## src/rtl/ring_osc_trim_cal_pkg.sv

```systemverilog
`timescale 1ns/1ps
`default_nettype none
//==============================================================================
// Module      : ring_osc_trim_cal_pkg
// Description : Shared types, constants and the code-to-trim mapping for the
//               ring oscillator trim calibrator.
//               Contents: cal_state_e state enum, stage/code constants,
//               code2trim() thermometer mapping.
// Revision    : 1.0 - initial release
//==============================================================================
package ring_osc_trim_cal_pkg;

    typedef enum logic [2:0] {
        ST_IDLE   = 3'd0,
        ST_RST    = 3'd1,
        ST_SETTLE = 3'd2,
        ST_MEAS   = 3'd3,
        ST_EVAL   = 3'd4,
        ST_FIN    = 3'd5
    } cal_state_e;

    localparam int NUM_STAGES = 13;
    localparam int CODE_MAX   = 26;
    localparam int RST_CYCLES = 4;
    localparam int TRIM_W     = 2 * NUM_STAGES;

    // Thermometer mapping: the primary bank fills completely before any
    // secondary bit is set, so each code step adds exactly one loading stage.
    function automatic logic [TRIM_W-1:0] code2trim(input logic [4:0] code);
        logic [TRIM_W-1:0] t;
        int                k;
        k = int'(code);
        if (k > CODE_MAX) begin
            k = CODE_MAX;
        end
        for (int i = 0; i < NUM_STAGES; i++) begin
            t[i]              = (i < k);
            t[NUM_STAGES + i] = (i < (k - NUM_STAGES));
        end
        return t;
    endfunction

endpackage
`default_nettype wire

```

## src/rtl/ring_osc_trim_cal_counter.sv

```systemverilog
`timescale 1ns/1ps
`default_nettype none
//==============================================================================
// Module      : osc_edge_counter
// Description : Brings the pre-divided oscillator tap into the core clock
//               domain and counts its rising edges.
//               Ports: core_clk/resetb (clock, async active-low reset),
//               osc_div_i (asynchronous tap), clr_i (synchronous clear,
//               dominant), en_i (count enable), count_o (saturating count).
// Revision    : 1.0 - initial release
//==============================================================================
module osc_edge_counter #(
    parameter int CNT_W = 12
) (
    input  logic             core_clk,
    input  logic             resetb,
    input  logic             osc_div_i,
    input  logic             clr_i,
    input  logic             en_i,
    output logic [CNT_W-1:0] count_o
);

    logic             sync1_q;
    logic             sync2_q;
    logic             sync3_q;
    logic [CNT_W-1:0] cnt_q;
    logic [CNT_W-1:0] cnt_d;
    logic             w_rise;

    // sync1/sync2 resolve metastability; sync3 holds the previous sample
    // so a rising edge is a single-cycle event in the core domain.
    assign w_rise = sync2_q & ~sync3_q;

    always_comb begin
        cnt_d = cnt_q;
        if (clr_i) begin
            cnt_d = '0;
        end else if (en_i && w_rise && (cnt_q != {CNT_W{1'b1}})) begin
            cnt_d = cnt_q + 1'b1;
        end
    end

    always_ff @(posedge core_clk or negedge resetb) begin
        if (!resetb) begin
            sync1_q <= 1'b0;
            sync2_q <= 1'b0;
            sync3_q <= 1'b0;
            cnt_q   <= '0;
        end else begin
            sync1_q <= osc_div_i;
            sync2_q <= sync1_q;
            sync3_q <= sync2_q;
            cnt_q   <= cnt_d;
        end
    end

    assign count_o = cnt_q;

endmodule
`default_nettype wire

```

## src/rtl/ring_osc_trim_cal.sv

```systemverilog
`timescale 1ns/1ps
`default_nettype none
//==============================================================================
// Module      : ring_osc_trim_cal
// Description : Closed-loop trim calibrator for the 13-stage ring oscillator.
//               Resets the oscillator, measures divided-tap edges over a fixed
//               window and binary-searches the 27-step trim code toward a
//               target count.
//               Ports: core_clk, resetb (async active-low), start, target,
//               osc_div (async tap) in; osc_reset, trim[25:0], busy, done,
//               locked, fail, code[4:0], count out.
// Revision    : 1.0 - initial release
//==============================================================================
module ring_osc_trim_cal #(
    parameter int WINDOW = 1024,
    parameter int CNT_W  = 12,
    parameter int TOL    = 2,
    parameter int SETTLE = 16
) (
    input  logic             core_clk,
    input  logic             resetb,
    input  logic             start,
    input  logic [CNT_W-1:0] target,
    input  logic             osc_div,
    output logic             osc_reset,
    output logic [25:0]      trim,
    output logic             busy,
    output logic             done,
    output logic             locked,
    output logic             fail,
    output logic [4:0]       code,
    output logic [CNT_W-1:0] count
);
    import ring_osc_trim_cal_pkg::*;

    localparam int TMR_MAX = (WINDOW > SETTLE) ? WINDOW : SETTLE;
    localparam int TMR_W   = $clog2(TMR_MAX);

    localparam logic [TMR_W-1:0]    RST_LAST    = TMR_W'(RST_CYCLES - 1);
    localparam logic [TMR_W-1:0]    SETTLE_LAST = TMR_W'(SETTLE - 1);
    localparam logic [TMR_W-1:0]    WINDOW_LAST = TMR_W'(WINDOW - 1);
    localparam logic [CNT_W:0]      TOL_V       = (CNT_W + 1)'(TOL);
    localparam logic signed [5:0]   HI_INIT     = 6'(CODE_MAX);
    localparam logic [4:0]          CODE_MID    = 5'(CODE_MAX / 2);
    localparam logic [4:0]          CODE_SAFE   = 5'(CODE_MAX);

    cal_state_e         state_q, state_d;
    logic [TMR_W-1:0]   tmr_q, tmr_d;
    logic [CNT_W-1:0]   target_q, target_d;
    // lo/hi carry a sign bit so that hi = code-1 at code 0 reads as -1.
    logic signed [5:0]  lo_q, lo_d;
    logic signed [5:0]  hi_q, hi_d;
    logic [4:0]         code_q, code_d;
    logic [TRIM_W-1:0]  trim_q, trim_d;
    logic               osc_reset_q, osc_reset_d;
    logic               locked_q, locked_d;
    logic               fail_q, fail_d;
    logic [CNT_W-1:0]   count_q, count_d;
    logic [4:0]         best_code_q, best_code_d;
    logic [CNT_W:0]     best_err_q, best_err_d;

    logic               w_cnt_clr;
    logic               w_cnt_en;
    logic [CNT_W-1:0]   w_meas_cnt;
    logic signed [CNT_W:0] w_err;
    logic [CNT_W:0]     w_abs_err;
    logic               w_too_fast;
    logic               w_better;
    logic [4:0]         w_best_code;
    logic [CNT_W:0]     w_best_err;
    logic signed [5:0]  w_lo_upd;
    logic signed [5:0]  w_hi_upd;
    logic [6:0]         w_sum;
    logic [4:0]         w_mid;

    osc_edge_counter #(
        .CNT_W (CNT_W)
    ) u_edge_cnt (
        .core_clk  (core_clk),
        .resetb    (resetb),
        .osc_div_i (osc_div),
        .clr_i     (w_cnt_clr),
        .en_i      (w_cnt_en),
        .count_o   (w_meas_cnt)
    );

    //--------------------------------------------------------------------------
    // Evaluation datapath (only consumed in ST_EVAL)
    //--------------------------------------------------------------------------
    assign w_err      = $signed({1'b0, w_meas_cnt}) - $signed({1'b0, target_q});
    assign w_abs_err  = w_err[CNT_W] ? $unsigned(-w_err) : $unsigned(w_err);
    assign w_too_fast = (w_meas_cnt > target_q);

    assign w_better    = (w_abs_err < best_err_q);
    assign w_best_code = w_better ? code_q    : best_code_q;
    assign w_best_err  = w_better ? w_abs_err : best_err_q;

    // Too fast means too little loading: move the lower bound above code.
    always_comb begin
        w_lo_upd = lo_q;
        w_hi_upd = hi_q;
        if (w_too_fast) begin
            w_lo_upd = $signed({1'b0, code_q}) + 6'sd1;
        end else begin
            w_hi_upd = $signed({1'b0, code_q}) - 6'sd1;
        end
    end

    // Only used when lo <= hi, where both bounds are non-negative.
    assign w_sum = {1'b0, w_lo_upd} + {1'b0, w_hi_upd};
    assign w_mid = w_sum[5:1];

    //--------------------------------------------------------------------------
    // Next-state logic
    //--------------------------------------------------------------------------
    always_comb begin
        state_d     = state_q;
        tmr_d       = tmr_q;
        target_d    = target_q;
        lo_d        = lo_q;
        hi_d        = hi_q;
        code_d      = code_q;
        locked_d    = locked_q;
        fail_d      = fail_q;
        count_d     = count_q;
        best_code_d = best_code_q;
        best_err_d  = best_err_q;
        w_cnt_clr   = 1'b0;
        w_cnt_en    = 1'b0;

        case (state_q)
            ST_IDLE: begin
                if (start) begin
                    state_d     = ST_RST;
                    tmr_d       = '0;
                    target_d    = target;
                    lo_d        = 6'sd0;
                    hi_d        = HI_INIT;
                    code_d      = CODE_MID;
                    locked_d    = 1'b0;
                    fail_d      = 1'b0;
                    best_code_d = '0;
                    // Larger than any possible |count-target|, so the first
                    // evaluation always records a best code.
                    best_err_d  = '1;
                end
            end

            ST_RST: begin
                if (tmr_q == RST_LAST) begin
                    state_d = ST_SETTLE;
                    tmr_d   = '0;
                end else begin
                    tmr_d = tmr_q + 1'b1;
                end
            end

            ST_SETTLE: begin
                w_cnt_clr = 1'b1;
                if (tmr_q == SETTLE_LAST) begin
                    state_d = ST_MEAS;
                    tmr_d   = '0;
                end else begin
                    tmr_d = tmr_q + 1'b1;
                end
            end

            ST_MEAS: begin
                w_cnt_en = 1'b1;
                if (tmr_q == WINDOW_LAST) begin
                    state_d = ST_EVAL;
                    tmr_d   = '0;
                end else begin
                    tmr_d = tmr_q + 1'b1;
                end
            end

            ST_EVAL: begin
                count_d     = w_meas_cnt;
                best_code_d = w_best_code;
                best_err_d  = w_best_err;
                if (w_abs_err <= TOL_V) begin
                    locked_d = 1'b1;
                    state_d  = ST_FIN;
                end else begin
                    lo_d = w_lo_upd;
                    hi_d = w_hi_upd;
                    if (w_lo_upd > w_hi_upd) begin
                        code_d  = w_best_code;
                        fail_d  = 1'b1;
                        state_d = ST_FIN;
                    end else begin
                        code_d  = w_mid;
                        state_d = ST_SETTLE;
                    end
                end
            end

            ST_FIN: begin
                state_d = ST_IDLE;
            end

            default: begin
                state_d = ST_IDLE;
            end
        endcase

        osc_reset_d = (state_d == ST_RST);
        trim_d      = code2trim(code_d);
    end

    //--------------------------------------------------------------------------
    // State registers
    //--------------------------------------------------------------------------
    always_ff @(posedge core_clk or negedge resetb) begin
        if (!resetb) begin
            state_q     <= ST_IDLE;
            tmr_q       <= '0;
            target_q    <= '0;
            lo_q        <= 6'sd0;
            hi_q        <= HI_INIT;
            code_q      <= CODE_SAFE;
            trim_q      <= {TRIM_W{1'b1}};
            osc_reset_q <= 1'b1;
            locked_q    <= 1'b0;
            fail_q      <= 1'b0;
            count_q     <= '0;
            best_code_q <= '0;
            best_err_q  <= '1;
        end else begin
            state_q     <= state_d;
            tmr_q       <= tmr_d;
            target_q    <= target_d;
            lo_q        <= lo_d;
            hi_q        <= hi_d;
            code_q      <= code_d;
            trim_q      <= trim_d;
            osc_reset_q <= osc_reset_d;
            locked_q    <= locked_d;
            fail_q      <= fail_d;
            count_q     <= count_d;
            best_code_q <= best_code_d;
            best_err_q  <= best_err_d;
        end
    end

    //--------------------------------------------------------------------------
    // Outputs
    //--------------------------------------------------------------------------
    assign osc_reset = osc_reset_q;
    assign trim      = trim_q;
    assign busy      = (state_q != ST_IDLE) && (state_q != ST_FIN);
    assign done      = (state_q == ST_FIN);
    assign locked    = locked_q;
    assign fail      = fail_q;
    assign code      = code_q;
    assign count     = count_q;

endmodule
`default_nettype wire
```

## config.mk

```make
export PLATFORM = sky130hd
export DESIGN_NAME = ring_osc_trim_cal
export DESIGN_NICKNAME = d
export VERILOG_FILES = /design/src/rtl/ring_osc_trim_cal_pkg.sv /design/src/rtl/ring_osc_trim_cal_counter.sv /design/src/rtl/ring_osc_trim_cal.sv
export SDC_FILE = /design/constraint.sdc
export NUM_CORES = 1
export LEC_CHECK = 0
export CAP_MARGIN = 20
export CORE_MARGIN = 2
export CORE_UTILIZATION = 33
export DETAILED_ROUTE_END_ITERATION = 10
export GPL_ROUTABILITY_DRIVEN = 0
export PLACE_DENSITY_LB_ADDON = 0.12
export SYNTH_ARGS = -nofsm -noshare
export SYNTH_HDL_FRONTEND = slang
export SYNTH_SLANG_ARGS = --single-unit
```

## constraint.sdc

```tcl
create_clock -name core_clk -period 8.4 [get_ports core_clk]
set_input_delay 2.1 -clock core_clk [delete_from_list [all_inputs] [get_ports core_clk]]
set_output_delay 2.1 -clock core_clk [all_outputs]
set_load 0.02 [all_outputs]
```

Yosys cells after proc, flatten, opt, wreduce, memory -nomap -nowiden
Index checks and enable logic that the tools add are counted.
{"block": "word_totals", "mem_bits_rw": 0, "reg_bits": 116, "wordCells": 131, "memories": 0, "latchBits": 0, "rom_bits": 0, "input_bits": 16}
{"block": "classes", "n_mux": 42, "n_div": 0, "n_bitwise": 2, "add_sub_neg": 8, "n_eq_ne": 16, "reduce_logical": 15, "mul": 0, "n_lt_le_gt_ge": 31, "shifts": 0}
{"operator": "$lt A5 B32 Y1 const A", "count": 10}
{"operator": "$lt A4 B32 Y1 const A", "count": 8}
{"operator": "$lt A3 B32 Y1 const A", "count": 4}
{"operator": "$lt A1 B32 Y1 const A", "count": 2}
{"operator": "$lt A2 B32 Y1 const A", "count": 2}
{"operator": "$mux W10", "count": 4}
{"operator": "$pmux W10 S4", "count": 1}
{"operator": "$mux W13", "count": 3}
{"operator": "$mux W6", "count": 6}
{"operator": "$sub A32 B5 Y32 const B", "count": 1}
{"operator": "$mux W5", "count": 6}
{"operator": "$pmux W13 S2", "count": 1}
{"operator": "$mux W12", "count": 2}
{"operator": "$pmux W6 S2", "count": 2}
{"operator": "$pmux W5 S2", "count": 2}
{"operator": "$mux W3", "count": 6}
{"operator": "$pmux W3 S5", "count": 1}
{"operator": "$le A13 B2 Y1 const B", "count": 1}
{"operator": "$lt A13 B13 Y1", "count": 1}
{"operator": "$neg A13 Y13", "count": 1}
{"operator": "$sub A12 B12 Y13", "count": 1}
{"operator": "$add A12 B1 Y12 const B", "count": 1}
{"operator": "$gt A12 B12 Y1", "count": 1}
{"operator": "$ne A12 B12 Y1 const B", "count": 1}
{"operator": "26 further kinds", "count": 46}

Longest topological paths before layout
Gate-level depths: netlist of run 1.
{"block": "depth", "ltp_word": 12, "ltp_mapped": 39, "ltp_nobuf": 35}

Hierarchy
A second synthesis of run 1 with hierarchy kept.
{"block": "hier_totals", "hier_cells": 831, "hier_area_um2": 7464.7}
{"module": "ring_osc_trim_cal", "n_inst": 1, "area_per_inst_um2": 6687.7, "cells_each": 754}
{"module": "osc_edge_counter", "n_inst": 1, "area_per_inst_um2": 777.0, "cells_each": 77}

Worst setup path after synthesis of run 1
Ideal clock, no wire load.
{"block": "synth_path", "path_kind": "register to register", "startpoint": "reg u_edge_cnt.cnt_q[4], in the netlist u_edge_cnt.count_o[4]", "endpoint": "reg trim_q[22], in the netlist trim[22]", "path_buffers": 4, "path_slack_ps": 1526, "period_less_slack_ps": 6874, "stages_incl_launch_ff": 37, "t_arrival_ps": 6785, "setup_time_ps": 89, "path_cell_list": "dfrtp_1 -> ha_1 -> o211a_1 -> o21a_1 -> o2111a_1 -> o21bai_1 -> a21oi_1 -> o22a_1 -> clkbuf_1 -> mux2i_1 -> inv_1 -> ha_1 -> a21oi_1 -> o21bai_1 -> a21oi_1 -> o21ai_0 -> a31o_2 -> buf_1 -> nand2_1 -> a31oi_1 -> a221oi_4 -> o2bb2ai_2 -> inv_2 -> buf_2 -> nand2_1 -> o21ai_1 -> inv_1 -> ha_1 -> clkbuf_1 -> nor2_1 -> nand3_1 -> ha_1 -> nand2b_1 -> nor2_1 -> a2111oi_2 -> nor3_2 -> a211oi_1"}
{"block": "synth_between", "elab_chain_len": 12, "elab_cells_between_ends": 18}
{"element": "start: declaration", "line": "ring_osc_trim_cal_counter.sv:26", "rtl": "logic [CNT_W-1:0] cnt_q;"}
{"element": "start signal: assignment", "line": "ring_osc_trim_cal_counter.sv:53", "rtl": "cnt_q <= cnt_d;"}
{"element": "$sub A12 B12 Y13", "line": "ring_osc_trim_cal.sv:90", "rtl": "assign w_err = $signed({1'b0, w_meas_cnt}) - $signed({1'b0, target_q});"}
{"element": "$neg A13 Y13", "line": "ring_osc_trim_cal.sv:91", "rtl": "assign w_abs_err = w_err[CNT_W] ? $unsigned(-w_err) : $unsigned(w_err);"}
{"element": "$mux W13", "line": "ring_osc_trim_cal.sv:91"}
{"element": "$lt A13 B13 Y1", "line": "ring_osc_trim_cal.sv:94", "rtl": "assign w_better = (w_abs_err < best_err_q);"}
{"element": "$mux W5", "line": "ring_osc_trim_cal.sv:95", "rtl": "assign w_best_code = w_better ? code_q : best_code_q;"}
{"element": "$mux W5", "line": "ring_osc_trim_cal.sv:188", "rtl": "if (w_lo_upd > w_hi_upd) begin"}
{"element": "$mux W5 *", "line": "ring_osc_trim_cal.sv:182", "rtl": "if (w_abs_err <= TOL_V) begin"}
{"element": "$pmux W5 S2 *", "line": "ring_osc_trim_cal.sv:131", "rtl": "case (state_q)"}
{"element": "via code_d[3]", "line": "ring_osc_trim_cal.sv:53", "rtl": "logic [4:0] code_q, code_d;"}
{"element": "$gt A5 B5 Y1", "line": "ring_osc_trim_cal_pkg.sv:33", "rtl": "if (k > CODE_MAX) begin"}
{"element": "$mux W5 *", "line": "ring_osc_trim_cal_pkg.sv:33"}
{"element": "$sub A32 B5 Y32 *", "line": "ring_osc_trim_cal_pkg.sv:38", "rtl": "t[NUM_STAGES + i] = (i < (k - NUM_STAGES));"}
{"element": "$lt A5 B32 Y1 *", "line": "ring_osc_trim_cal_pkg.sv:38"}
{"element": "via trim_d[22]", "line": "ring_osc_trim_cal.sv:54", "rtl": "logic [TRIM_W-1:0] trim_q, trim_d;"}
{"element": "end signal: assignment", "line": "ring_osc_trim_cal.sv:223", "rtl": "trim_q <= {TRIM_W{1'b1}};"}
{"element": "end signal: assignment", "line": "ring_osc_trim_cal.sv:237", "rtl": "trim_q <= trim_d;"}
{"element": "end: declaration", "line": "ring_osc_trim_cal.sv:54"}
Mark *: on every way through the listed nets, which the timed path passes. The rest lies on a longest branch.
A chain may end at the register's enable or synchronous reset.

Final worst setup path of run 1
{"block": "layout_path", "startpoint": "reg u_edge_cnt.cnt_q[0], in the netlist u_edge_cnt.count_o[0]", "endpoint": "reg trim_q[19], in the netlist trim[19]"}
{"block": "layout_between", "elab_chain_len": 12, "elab_cells_between_ends": 18}
{"element": "$sub A12 B12 Y13", "line": "ring_osc_trim_cal.sv:90"}
{"element": "$neg A13 Y13", "line": "ring_osc_trim_cal.sv:91"}
{"element": "$mux W13", "line": "ring_osc_trim_cal.sv:91"}
{"element": "$lt A13 B13 Y1", "line": "ring_osc_trim_cal.sv:94"}
{"element": "$mux W5", "line": "ring_osc_trim_cal.sv:95"}
{"element": "$mux W5", "line": "ring_osc_trim_cal.sv:188"}
{"element": "$mux W5 *", "line": "ring_osc_trim_cal.sv:182"}
{"element": "$pmux W5 S2 *", "line": "ring_osc_trim_cal.sv:131"}
{"element": "$gt A5 B5 Y1", "line": "ring_osc_trim_cal_pkg.sv:33"}
{"element": "$mux W5 *", "line": "ring_osc_trim_cal_pkg.sv:33"}
{"element": "$sub A32 B5 Y32 *", "line": "ring_osc_trim_cal_pkg.sv:38"}
{"element": "$lt A4 B32 Y1 *", "line": "ring_osc_trim_cal_pkg.sv:38"}
{"element": "via trim_d[19]", "line": "ring_osc_trim_cal.sv:54"}
Marked as above.

==> results of run 1 <==
-- through the flow --
step                      area [µm²]  util [%]  total power (W)  instances
after floorplan                 7432         -        0.0009062        850
after global placement          8317     37.87         0.001015       1161
after detailed placement        8317     37.87         0.001015       1161
after CTS                       8866     40.38         0.001701       1193
after global routing            8879     40.43         0.001781       1194
final                           8879     40.43         0.001680       1194
-- report_power, final --
group / internal [W] / total [W] / switching (W) / leakage, nW
Clock: 0.000404 / 0.000671 / 0.000267 / 0.270
Sequential: 0.000578 / 0.000599 / 0.0000211 / 1.36
Combinational: 0.000163 / 0.000411 / 0.000247 / 2.34
Total: 0.00114 / 0.00168 / 0.000536 / 3.97
-- registers in the layout (all words and copies together) (netlist names), 3 cells and up --
name and flops:
code 5, u_edge_cnt.count_o 12, hi_q 6, count 12, lo_q 6, target_q 12
tmr_q 10, trim 26, state_q 3, best_code_q 5, best_err_q 13
-- final timing paths --
check | from | end
min in group asynchronous | resetb | tmr_q[0]$_DFFE_PN0P_
max in group asynchronous | resetb | lo_q[2]$_DFFE_PN0P_
max reg2reg | u_edge_cnt.count_o[0]$_DFFE_PN0P_ | trim[19]$_DFF_PN1_
max | u_edge_cnt.count_o[0]$_DFFE_PN0P_ | trim[19]$_DFF_PN1_
min reg2reg | u_edge_cnt.sync1_q$_DFF_PN0_ | u_edge_cnt.sync2_q$_DFF_PN0_
min | u_edge_cnt.sync1_q$_DFF_PN0_ | u_edge_cnt.sync2_q$_DFF_PN0_
-- kinds of logic (layout without fill, tap and decap cells) --
group / count (synthesis) / after routing / share of synthesized area, %
AND/OR/NAND/NOR: 309 / 309 / 19.38
AO/OA/AOI/OAI: 234 / 234 / 21.82
flip-flops: 116 / 116 / 39.83
buffers and inverters: 101 / 165 / 5.370
adder cells (fa/ha/maj): 46 / 46 / 7.946
XOR/XNOR: 34 / 34 / 4.209
multiplexers: 10 / 10 / 1.448
-- layer usage --
metal  up-vias  wire, µm
li1       3089         -
met5         -         0
met1      3005      9734
met2       100      8472
met3        16       631
met4         0       180
-- Yosys cell counts (8+ instances only) --
master and n:
nand2_1 122, o21ai_0 73, nor2_1 72, dfrtp_1 70, inv_1 55, dfstp_2 46
ha_1 44, a21oi_1 37, clkbuf_1 28, xnor2_1 17, a21o_1 16, nand3_1 15
xor2_1 15, nand2b_1 14, nor3_1 14, and3_1 13, buf_2 13, nand4_1 11
or3_1 10, a31oi_1 9, nor2b_1 9, o31ai_1 8
-- area by class of cell --
class / instances / area [µm²] / share of cell area [%]
multi-input combinational: 633 / 4079 / 45.94
sequential: 116 / 2960 / 33.34
timing repair buffer: 75 / 721.9 / 8.131
clock buffer: 22 / 475.5 / 5.355
tap: 280 / 350.3 / 3.946
inverter: 58 / 217.7 / 2.452
clock inverter: 10 / 73.82 / 0.8315
-- worst register-to-register path: cells and delay by family, from the launching register on --
family	cells	cell delay, ns
buf+inv	4	0.52
compound gates	10	2.07
simple gates	11	2.31
mux	1	0.28
xor+xnor	2	0.40
fa+ha+maj	5	1.41
flops	1	0.39
-- repair_timing --
item	in CTS	in global routing
endpoints found under the setup margin	0	4
hold buffers	0	0
gates resized for setup	0	1
buffers inserted	0	0
==> results.yml, run 1 <==
run_status:
  status: "complete, no violations"
yosys:
  syn_inst: 850
  synth_area_leaders: "dfrtp_1 (24%), dfstp_2 (16%), ha_1 (7.4%)"
  async_flop_share_pct: 100.0
  synth-edff-count: 0
  ys_ff_latch: 116
  syn_avg_cell_area_um2: 8.744
  synth_top_area_share_pct: 23.57
  syn_nets: 912
  ys_warn_count: 0
  ys_seq_area_share_pct: 39.83
  synth_flop_cell: "dfrtp_1"
  netlist-cell-type-count: 83
  synth_top_area_cell: "dfrtp_1"
  synthesis.area_um2: 7432
finish:
  n_fill_cell: 2211
  final_cell_mix: "nand2_1 (122), o21ai_0 (73), nor2_1 (72), dfrtp_1 (70), clkdlybuf4s50_1 (62)"
  fin_nets: 963
  drive_gt1_share_pct: 13.46
  syn2layout_area_growth_pct: 19.46
  diodes: 0
  final_common_cell: "nand2_1"
floorplanning:
  die_area_um2: 23740
  pin_count: 64
  core-area_um2: 21960
  rows: 54
  die_y_um: 154.1
  die_x_um: 154.1
  initial_utilization_pct: 33.85
setup_path:
  max_stage_delay_ns: 0.43
  path_class: "reg -> reg"
  end_kind: "flop"
  path_buf_inv: 4
  crit_top_cell: "ha_1"
  cpLargestDelayFamily: "simple AND/OR/NAND/NOR gates"
  reg2reg_slack_ns: 0.95
  critPathRequiredTime_ns: 8.72
  cp_slowest_cell: "fa_1"
  reg2regPathDepth: 33
  cp_max_fo: 13
  cp.arrival_ns: 7.77
  cp_num_cells: 33
  start_kind: "flop"
grt:
  grt-ovfl-total: 0
  gr-usage-all-layers_pct: 16.67
  grtUsageMet3_pct: 3.298
  grt_max_degree: 60
  use_met2_pct: 26.41
  grt_pass1_wl_um: 32060
  antenna_found_initial: 0
  grt.busiest_layer: "met2"
  gr-usage-met1_pct: 23.18
  grt_pass1_vias: 6186
job:
  drv_cap: 0
sta:
  post-route-min-period_ns: 7.451
  rsz0062_at_grt: "false"
  hold_viol: 0
  tightest_slew_ns: 0.8120
  tns_ns: 0
  setup_viol: 0
  relSlewSlack_pct: 45.66
  whs_ns: 0.3452
  min_period_over_period_pct: 88.70
  drv_slew: 0
  skew_ns: 0.01138
  clock.fmax_mhz: 134.2
  timing.final.ws_setup_ns: 0.9493
route:
  wirelength_um: 19020
  via_count: 6210
  wl_per_cell_um: 15.93
  drt-initial-drc-count: 384
  dr.pass1.iters: 4
  antenna_left: 0
  drt-vias-per-instance: 5.201
  route.detailed.drc: 0
pwr:
  leakage_nw: 3.968
  powerDensity_nw_per_um2: 189.3
  ir_drop_mv: 0.1248
placement:
  pre_cts_ws_ns: 0.7227
  port_buffers: 63
  dpl.hpwl_um: 13560
min_path:
  hold_path.class: "reg -> reg"
  whs_path_depth: 0
clocking:
  cts_buffer_depth: 2
  clkTransAtPathRegs_ns: 0.06
  clkSinkCount: 116
  htreeDepth: 4
  ctsRootBufferMaster: "clkbuf_16"
  clk-insertion-delay-late_ns: 0.42
  cts_tree: "done"
  numCtsBuffers: 17
Note: power is estimated with default switching activity, not from simulation.
==> run 2, diff against run 1 <==
--- a/config.mk
+++ b/config.mk
@@ -11,6 +11,8 @@
 export DETAILED_ROUTE_END_ITERATION = 10
 export GPL_ROUTABILITY_DRIVEN = 0
 export PLACE_DENSITY_LB_ADDON = 0.12
+export SLEW_MARGIN = 40
 export SYNTH_ARGS = -nofsm -noshare
 export SYNTH_HDL_FRONTEND = slang
 export SYNTH_SLANG_ARGS = --single-unit
+export TNS_END_PERCENT = 50
==> results.yml, run 2 (synthesis results as in run 1) <==
run_status:
  status: "complete, no violations"
grt:
  grt_pass1_vias: 6186
  grtUsageMet3_pct: 3.298
  gr-usage-all-layers_pct: 16.67
  grt.busiest_layer: "met2"
  antenna_found_initial: 0
  grt-ovfl-total: 0
  use_met2_pct: 26.41
  grt_pass1_wl_um: 32060
  gr-usage-met1_pct: 23.18
  grt_max_degree: 60
sta:
  tns_ns: 0
  clock.fmax_mhz: 134.0
  skew_ns: 0.01138
  post-route-min-period_ns: 7.463
  rsz0062_at_grt: "false"
  relSlewSlack_pct: 50.45
  tightest_slew_ns: 0.7433
  drv_slew: 0
  setup_viol: 0
  timing.final.ws_setup_ns: 0.9372
  min_period_over_period_pct: 88.84
  hold_viol: 0
clocking:
  htreeDepth: 4
  ctsHoldBuffers: 0
  clkTransAtPathRegs_ns: 0.06
  cts_buffer_depth: 2
  post_cts_buffers: 0
  clk-insertion-delay-late_ns: 0.42
  ctsRootBufferMaster: "clkbuf_16"
  numCtsBuffers: 17
  clkSinkCount: 116
  cts_tree: "done"
route:
  wl_per_cell_um: 15.97
  drt-vias-per-instance: 5.244
  dr.pass1.iters: 5
  wirelength_um: 19050
  via_count: 6256
  antenna_left: 0
  route.detailed.drc: 0
  drt-initial-drc-count: 420
finish:
  multi_input_area_um2: 4081
  fin_nets: 962
  final_common_cell: "nand2_1"
  final_cell_mix: "nand2_1 (122), o21ai_0 (73), nor2_1 (71), dfrtp_1 (70), clkdlybuf4s50_1 (62)"
  n_fill_cell: 2211
  largest_reg_flops: 26
  final_area_um2: 8877
  seqCellArea_um2: 2960
  diodes: 0
  drive_gt1_share_pct: 13.47
  syn2layout_area_growth_pct: 19.44
setup_path:
  path_class: "reg -> reg"
  start_kind: "flop"
  max_stage_delay_ns: 0.48
  cp_max_fo: 20
  end_kind: "flop"
  cp.arrival_ns: 7.78
  reg2regPathDepth: 32
  cp_slowest_cell: "ha_1"
  critPathRequiredTime_ns: 8.72
floorplanning:
  initial_utilization_pct: 33.85
  die_area_um2: 23740
  rows: 54
  core-area_um2: 21960
  die_y_um: 154.1
  die_x_um: 154.1
  pin_count: 64
pwr:
  ir_drop_mv: 0.1253
  leakage_nw: 3.965
  power_w: 0.001681
  powerDensity_nw_per_um2: 189.4
job:
  drv_cap: 0
placement:
  pre_cts_ws_ns: 0.7227
  port_buffers: 63
  dpl.hpwl_um: 13560
  placed_cell_area_um2: 8317
min_path:
  hold_path.class: "reg -> reg"
  whs_path_depth: 0
-- run 2: cell count changes in the layout (fill, tap and decap cells not counted), sizes merged --
cell  previous run  this run
buf             13        12
-- run 2: report_power, final --
part / switching (W) / internal (W) / total, W
clock: 0.000268 / 0.000404 / 0.000672
sequential: 0.0000210 / 0.000577 / 0.000599
combinational: 0.000247 / 0.000164 / 0.000411
total: 0.000536 / 0.00115 / 0.00168
-- run 2: metal layers --
layer,routed length (µm),up-vias
met2,8501,116
li1,-,3088
met5,0,-
met3,632,16
met1,9718,3036
met4,198,0
-- run 2: repair_timing --
item,4_1_cts,5_1_grt
setup endpoints to repair,0,4
endpoints found under the hold margin,0,0
gates resized for setup,0,1
-- run 2: critical path: cells and delay by family (launching register included) --
family,cells,cell delay [ns]
AOI/OAI and AO/OA,17,3.46
adders and majority gates,4,1.30
buffers and inverters,4,0.56
DFF,1,0.45
muxes,1,0.39
and+or+nand+nor,6,1.19
-- run 2: path summary, 6_finish.rpt --
kind	from	to	slack, ns
min reg2reg	u_edge_cnt.sync1_q$_DFF_PN0_	u_edge_cnt.sync2_q$_DFF_PN0_	0.35
max in group asynchronous	resetb	hi_q[3]$_DFFE_PN1P_	5.78
max	u_edge_cnt.count_o[4]$_DFFE_PN0P_	trim[19]$_DFF_PN1_	0.94
max reg2reg	u_edge_cnt.count_o[4]$_DFFE_PN0P_	trim[19]$_DFF_PN1_	0.94
min in group asynchronous	resetb	tmr_q[0]$_DFFE_PN0P_	1.66
min	u_edge_cnt.sync1_q$_DFF_PN0_	u_edge_cnt.sync2_q$_DFF_PN0_	0.35
-- run 2: area by class of cell --
| cell class | count | area share, % |
|---|---|---|
| Timing Repair Buffer | 74 | 8.090 |
| Multi-Input combinational cell | 633 | 45.98 |
| Inverter | 58 | 2.452 |
| Clock inverter | 10 | 0.8316 |
| Clock buffer | 22 | 5.356 |
| Sequential cell | 116 | 33.35 |
| Tap cell | 280 | 3.946 |
-- run 2: through the flow --
step	instances	hold WS, ns	util, %
2_1_floorplan	850	0.3312	-
3_3_place_gp	1161	0.3344	37.87
3_5_place_dp	1161	0.3358	37.87
4_1_cts	1193	0.3489	40.38
5_1_grt	1193	0.3560	40.43
6_report	1193	0.3452	40.43
